### src/rtl/kt_pkg.sv
// Shared command types for the BLE command path.
// Opcode constants live in cmd[15:12]; the queue itself never decodes them.
package kt_pkg;

    localparam int CMD_W = 16;

    typedef logic [CMD_W-1:0] cmd_t;

    localparam logic [3:0] CMD_OP_CAL  = 4'h2;
    localparam logic [3:0] CMD_OP_MOVE = 4'h4;
    localparam logic [3:0] CMD_OP_TOUR = 4'h5;

endpackage

### src/rtl/cmd_queue_mem.sv
// Command storage for cmd_queue.
// DEPTH x CMD_W register array, synchronous write, asynchronous read, no reset.
module cmd_queue_mem #(
    parameter int DEPTH = 4,
    parameter int CMD_W = 16
) (
    input  logic                     clk,
    input  logic                     we,
    input  logic [$clog2(DEPTH)-1:0] waddr,
    input  logic [CMD_W-1:0]         wdata,
    input  logic [$clog2(DEPTH)-1:0] raddr,
    output logic [CMD_W-1:0]         rdata
);

    logic [CMD_W-1:0] mem [DEPTH];

    always_ff @(posedge clk) begin
        if (we) begin
            mem[waddr] <= wdata;
        end
    end

    assign rdata = mem[raddr];

endmodule

### src/rtl/cmd_queue.sv
// Command FIFO between the BLE UART receiver and the tour command mux.
// Optional drop counter port/logic enabled by `CMD_QUEUE_DROP_CNT_EN.
module cmd_queue
    import kt_pkg::*;
#(
    parameter int DEPTH = 4,
    parameter int CMD_W = kt_pkg::CMD_W
) (
    input  logic                       clk,
    input  logic                       rst,
    input  logic                       uart_rdy,
    input  logic [CMD_W-1:0]           uart_cmd,
    output logic                       uart_clr,
    input  logic                       flush,
    output logic                       cmd_rdy,
    output logic [CMD_W-1:0]           cmd,
    input  logic                       clr_cmd_rdy,
    output logic                       full,
`ifdef CMD_QUEUE_DROP_CNT_EN
    output logic [7:0]                 drop_cnt,
`endif
    output logic [$clog2(DEPTH):0]     count
);

    localparam int PTR_W = $clog2(DEPTH);
    localparam int CNT_W = PTR_W + 1;

    logic [PTR_W-1:0] wr_ptr;
    logic [PTR_W-1:0] rd_ptr;
    logic             guard;
    logic             empty;
    logic             push_req;
    logic             pop;
    logic             do_push;
    logic             do_pop;
    logic             drop;
    logic [CMD_W-1:0] head;

    assign empty    = (count == '0);
    assign full     = (count == CNT_W'(DEPTH));
    assign cmd_rdy  = ~empty;
    assign cmd      = empty ? '0 : head;

    // guard masks the cycle where the receiver has not yet dropped uart_rdy
    assign push_req = uart_rdy & ~guard;
    assign uart_clr = push_req & ~rst;
    assign pop      = clr_cmd_rdy & ~empty;
    assign do_push  = push_req & (~full | pop) & ~flush;
    assign do_pop   = pop & ~flush;
    assign drop     = push_req & full & ~pop & ~flush;

    always_ff @(posedge clk) begin
        if (rst) begin
            wr_ptr <= '0;
            rd_ptr <= '0;
            count  <= '0;
            guard  <= 1'b0;
        end else begin
            guard <= push_req;
            if (flush) begin
                wr_ptr <= '0;
                rd_ptr <= '0;
                count  <= '0;
            end else begin
                if (do_push) begin
                    wr_ptr <= wr_ptr + PTR_W'(1);
                end
                if (do_pop) begin
                    rd_ptr <= rd_ptr + PTR_W'(1);
                end
                if (do_push && !do_pop) begin
                    count <= count + CNT_W'(1);
                end else if (do_pop && !do_push) begin
                    count <= count - CNT_W'(1);
                end
            end
        end
    end

`ifdef CMD_QUEUE_DROP_CNT_EN
    // saturating; only rst clears it so flushes do not hide lost commands
    always_ff @(posedge clk) begin
        if (rst) begin
            drop_cnt <= '0;
        end else if (drop && drop_cnt != 8'hFF) begin
            drop_cnt <= drop_cnt + 8'd1;
        end
    end
`else
    logic unused_drop;
    assign unused_drop = drop;
`endif

    cmd_queue_mem #(
        .DEPTH (DEPTH),
        .CMD_W (CMD_W)
    ) u_mem (
        .clk   (clk),
        .we    (do_push),
        .waddr (wr_ptr),
        .wdata (uart_cmd),
        .raddr (rd_ptr),
        .rdata (head)
    );

endmodule

### config.mk
export PLATFORM = sky130hd
export DESIGN_NAME = cmd_queue
export DESIGN_NICKNAME = d
export VERILOG_FILES = /design/src/rtl/kt_pkg.sv /design/src/rtl/cmd_queue_mem.sv /design/src/rtl/cmd_queue.sv
export SDC_FILE = /design/constraint.sdc
export NUM_CORES = 1
export LEC_CHECK = 0
export BUFFER_PORTS_ARGS = -buffer_cell sky130_fd_sc_hd__buf_2
export CELL_PAD_IN_SITES_DETAIL_PLACEMENT = 0
export CELL_PAD_IN_SITES_GLOBAL_PLACEMENT = 2
export CORE_ASPECT_RATIO = 0.5
export CORE_MARGIN = 8
export CORE_UTILIZATION = 30
export DETAILED_ROUTE_END_ITERATION = 7
export HOLD_SLACK_MARGIN = 0.06
export PLACE_DENSITY_LB_ADDON = 0.1
export SLEW_MARGIN = 15
export SYNTH_ARGS = -nofsm -noshare
export SYNTH_HDL_FRONTEND = slang
export SYNTH_SLANG_ARGS = --single-unit
### constraint.sdc
create_clock -name clk -period 2.25 [get_ports clk]
set_input_delay 0.45 -clock clk [delete_from_list [all_inputs] [get_ports clk]]
set_output_delay 0.45 -clock clk [all_outputs]
set_load 0.02 [all_outputs]
==> out/summary.md <==
The worst-path maximum fanout was 8. After clock tree synthesis, the clock-pin slew on the worst setup and hold paths is 0.05 ns. For this run, the number of Yosys warnings is 0. The tools report the final number of setup-violating endpoints as 0. At the end of the flow, the number of nets in the layout was 247. The final hold violation count was 0; the final critical path time including I/O delays and setup was 2.15 ns. The worst hold path begins at rst. For the die area, the log shows 13900 um^2.

Along the worst hold path, the cell count comes to 2. For the worst setup path, the data required time is 1.80 ns. Input and output buffers added on the ports amount to 42.

Walking the worst path, the cells encountered are buf_12 -> mux4_1 -> nor2b_1 -> buf_2. In this run the clock root is driven by a sky130_fd_sc_hd__clkbuf_16. Cell count after synthesis: 158.

The worst register-to-register path begins at count[2]$_SDFFE_PP0P_. Summed over all layers, the global routing overflow is 0. The tools report the worst-case register-to-register setup slack as 0.14 ns. The top-level I/O count is 43.

The tools report the cell row count as 26. The logs give 0.386 for the utilization after layout and 3 for the H-tree depth. The depth of the most critical reg-to-reg path is 9, and the final setup TNS is 0 ns. For this block, the via count after detailed routing is 1526. For this block, the routed nets add up to 5970 um of wire. The HPWL after detailed placement is 3640 um. For the number of antenna violations at the first check in global routing, the log shows 0. After detailed routing, the number of vias per cell comes to 4.18.

The tools report the number of optimization iterations in the first detailed-route pass as 4. The headroom to the max-slew limit was 0.757. The post-route clock period utilization came out at 0.953. The run gives 3.29 mW as the post-route total power.

Together, buffers and inverters on the worst path number 2. Reg-to-reg endpoint: count[2]$_SDFFE_PP0P_. The worst setup path is launched from a flop. At the worst endpoint, the arrival time is 1.70 ns. On the worst path, the slowest cell contributes a delay of 0.54 ns.

The worst setup path is captured at a primary output. Power spread over the standard cell area amounts to 846 nW/um^2. The logs give 0.370 mV for the largest vdd supply drop and 3890 um^2 for the final instance area.

The run finished with clean final reports. For the number of design-rule violations left by the first detailed-router iteration, the log shows 56. For the buffer depth of the longest clock path, the log shows 2. The combined area of all synthesized cells came out at 3080 um^2. The average instance in the mapped netlist occupies 19.5 um^2. CTS saw 74 sinks.

The insertion delay to the later sink of the worst-skew pair is 0.33 ns. Aggregate global-route resource usage: 0.0890. The placed instances occupy a cell area of 3520 um^2. From left edge to right edge, the die measures 159 um.

The via count of the first global-routing pass was 1617. For the pin with the worst max-slew slack, the measured transition is 0.362 ns. The most used flip-flop cell after synthesis is sky130_fd_sc_hd__edfxtp_1.

Starting utilization of the core area: 0.305. The synthesized design contains 64 enable-type register cells. Cell type group with the largest total delay on the critical path: multiplexers. Between clock sinks in the finished design, the worst skew comes to 0.00660 ns.

The largest individual stage delay along the critical path comes from the cell sky130_fd_sc_hd__mux4_1. The total CTS buffers was 9. The library cells used most frequently in the layout, excluding fill and tap cells, are sky130_fd_sc_hd__edfxtp_1 (64), sky130_fd_sc_hd__buf_2 (42), sky130_fd_sc_hd__buf_4 (12). The repair_antennas step left the layout with diodes totalling 0. The first-pass GRT wire length was 8940 um.

Final-report max-slew violation count: 0. The post-synthesis async set-or-reset flop share was 0. OpenSTA, run right after detailed placement, puts the worst setup slack at 0.0806 ns.

From synthesis to final layout, the design area changed by 26.6%. The area of the placeable core is 10100 um^2, and the number of flip-flops and latches in the synthesized netlist is 74. The critical path is of the flop to primary output type. For this run, design rule violations remaining after detail routing come to 0. The floorplan die height was 87.6 um; the number of distinct library cell variants in the gate-level netlist after synthesis was 30. The sequential-to-total area share from yosys stat is 0.690. Setup repair after global routing left no endpoint under its margin.

The fraction of final layout cells with drive strength greater than 1 was 0.453; the least setup slack across all paths after layout was 0.105 ns. The quantity of hold-fixing buffers added after cts is 0. In this run the worst hold path is classified as primary input to flop. The library cell used most frequently in the layout, excluding fill and tap cells, is sky130_fd_sc_hd__edfxtp_1. For hold timing, the worst endpoint is guard$_SDFF_PP0_. Based on the critical path, the design can be clocked at up to 466 MHz.

Synthesized netlist net count: 185. The placer's final routability congestion estimate came out at 0.700. Across the run, the number of max-cap violations was 0. TritonCTS built the clock tree.

In the final routed layout, each cell accounts on average for 16.4 um. The count of nets left with antenna violations once routing finished came out at 0. Entering global routing, the biggest net connects 20 pins. The analysis attributes to cell leakage a power of 1.41 nW.
[area by class of cell]
cell class	count	area, um^2
timing repair buffer	57	365
clock buffer	10	229
fill	967	6190
inverter	4	15.0
sequential	74	2130
clock inverter	6	90.1
multi-input combinational	74	893
tap	140	175
[through the flow]
step / cells / hold slack [ns]
after detailed placement: 346 / 0.491
after global placement: 346 / 0.470
final: 365 / 0.316
after CTS: 362 / 0.298
after floorplan: 158 / 0.459
after global routing: 365 / 0.317
[cell families after synthesis]
kind of cell	Yosys count	share of synthesized area
AND/OR/NAND/NOR	39	0.107
XOR/XNOR	3	0.00854
buffers and inverters	10	0.0232
adder cells (fa/ha/maj)	6	0.0268
flip-flops	74	0.690
multiplexers	17	0.128
AO/OA/AOI/OAI	9	0.0171
[flip-flops by register name, indices dropped and copies added (netlist names), named ones only]
register	count
u_mem.mem	64
wr_ptr	2
guard	1
count	3
rd_ptr	2
[synth_stat cells, types with 2 or more instances]
cell type	instances	share of area
sky130_fd_sc_hd__ha_1	5	0.020
sky130_fd_sc_hd__nor2b_4	10	0.045
sky130_fd_sc_hd__mux4_1	6	0.051
sky130_fd_sc_hd__o21ai_0	3	0.0049
sky130_fd_sc_hd__or2_2	2	0.0041
sky130_fd_sc_hd__o31ai_1	2	0.0049
sky130_fd_sc_hd__and2_1	4	0.0081
sky130_fd_sc_hd__edfxtp_1	64	0.62
sky130_fd_sc_hd__nand2_1	2	0.0024
sky130_fd_sc_hd__xor2_1	3	0.0085
sky130_fd_sc_hd__nor2b_1	6	0.012
sky130_fd_sc_hd__or3_1	3	0.0061
sky130_fd_sc_hd__nor2_1	7	0.0085
sky130_fd_sc_hd__buf_2	2	0.0033
sky130_fd_sc_hd__buf_6	2	0.0073
sky130_fd_sc_hd__mux4_2	10	0.073
sky130_fd_sc_hd__dfxtp_1	10	0.065
sky130_fd_sc_hd__inv_1	3	0.0037
sky130_fd_sc_hd__a21oi_1	3	0.0049
[report_power, final]
group / total (mW) / leakage (nW) / internal, mW / switching [mW]
logic: 0.261 / 0.597 / 0.115 / 0.146
registers: 1.52 / 0.662 / 1.51 / 0.00937
clock network: 1.51 / 0.153 / 0.974 / 0.535
[per-layer routing]
metal / global-route usage / vias to the layer above / share of wire
li1: - / 739 / -
met1: 0.0965 / 755 / 0.45
met5: 0 / - / 0
met3: 0.0399 / 6 / 0.046
met2: 0.152 / 26 / 0.50
met4: 0.0382 / 0 / 0.0099
[what timing repair did]
| action | in CTS | in global routing |
|---|---|---|
| gates resized for setup | 0 | 5 |
| setup endpoints to repair | 0 | 5 |
| setup buffers | 0 | 2 |
| endpoints found under the hold margin | 0 | 0 |
[worst max-delay path by stage]
stage	startpoint	to	slack, ns	cells past startpoint
2_1_floorplan	count[0]$_SDFFE_PP0P_	count[2]$_SDFFE_PP0P_	0.05	8
3_3_place_gp	clr_cmd_rdy	count[2]$_SDFFE_PP0P_	0.15	9
3_5_place_dp	clr_cmd_rdy	count[2]$_SDFFE_PP0P_	0.08	9
4_1_cts	flop	cmd[0]	0.02	4
5_1_grt	flop	cmd[0]	0.02	4
6_report	flop	cmd[0]	0.10	4
Power figures use the tool's default switching activity.
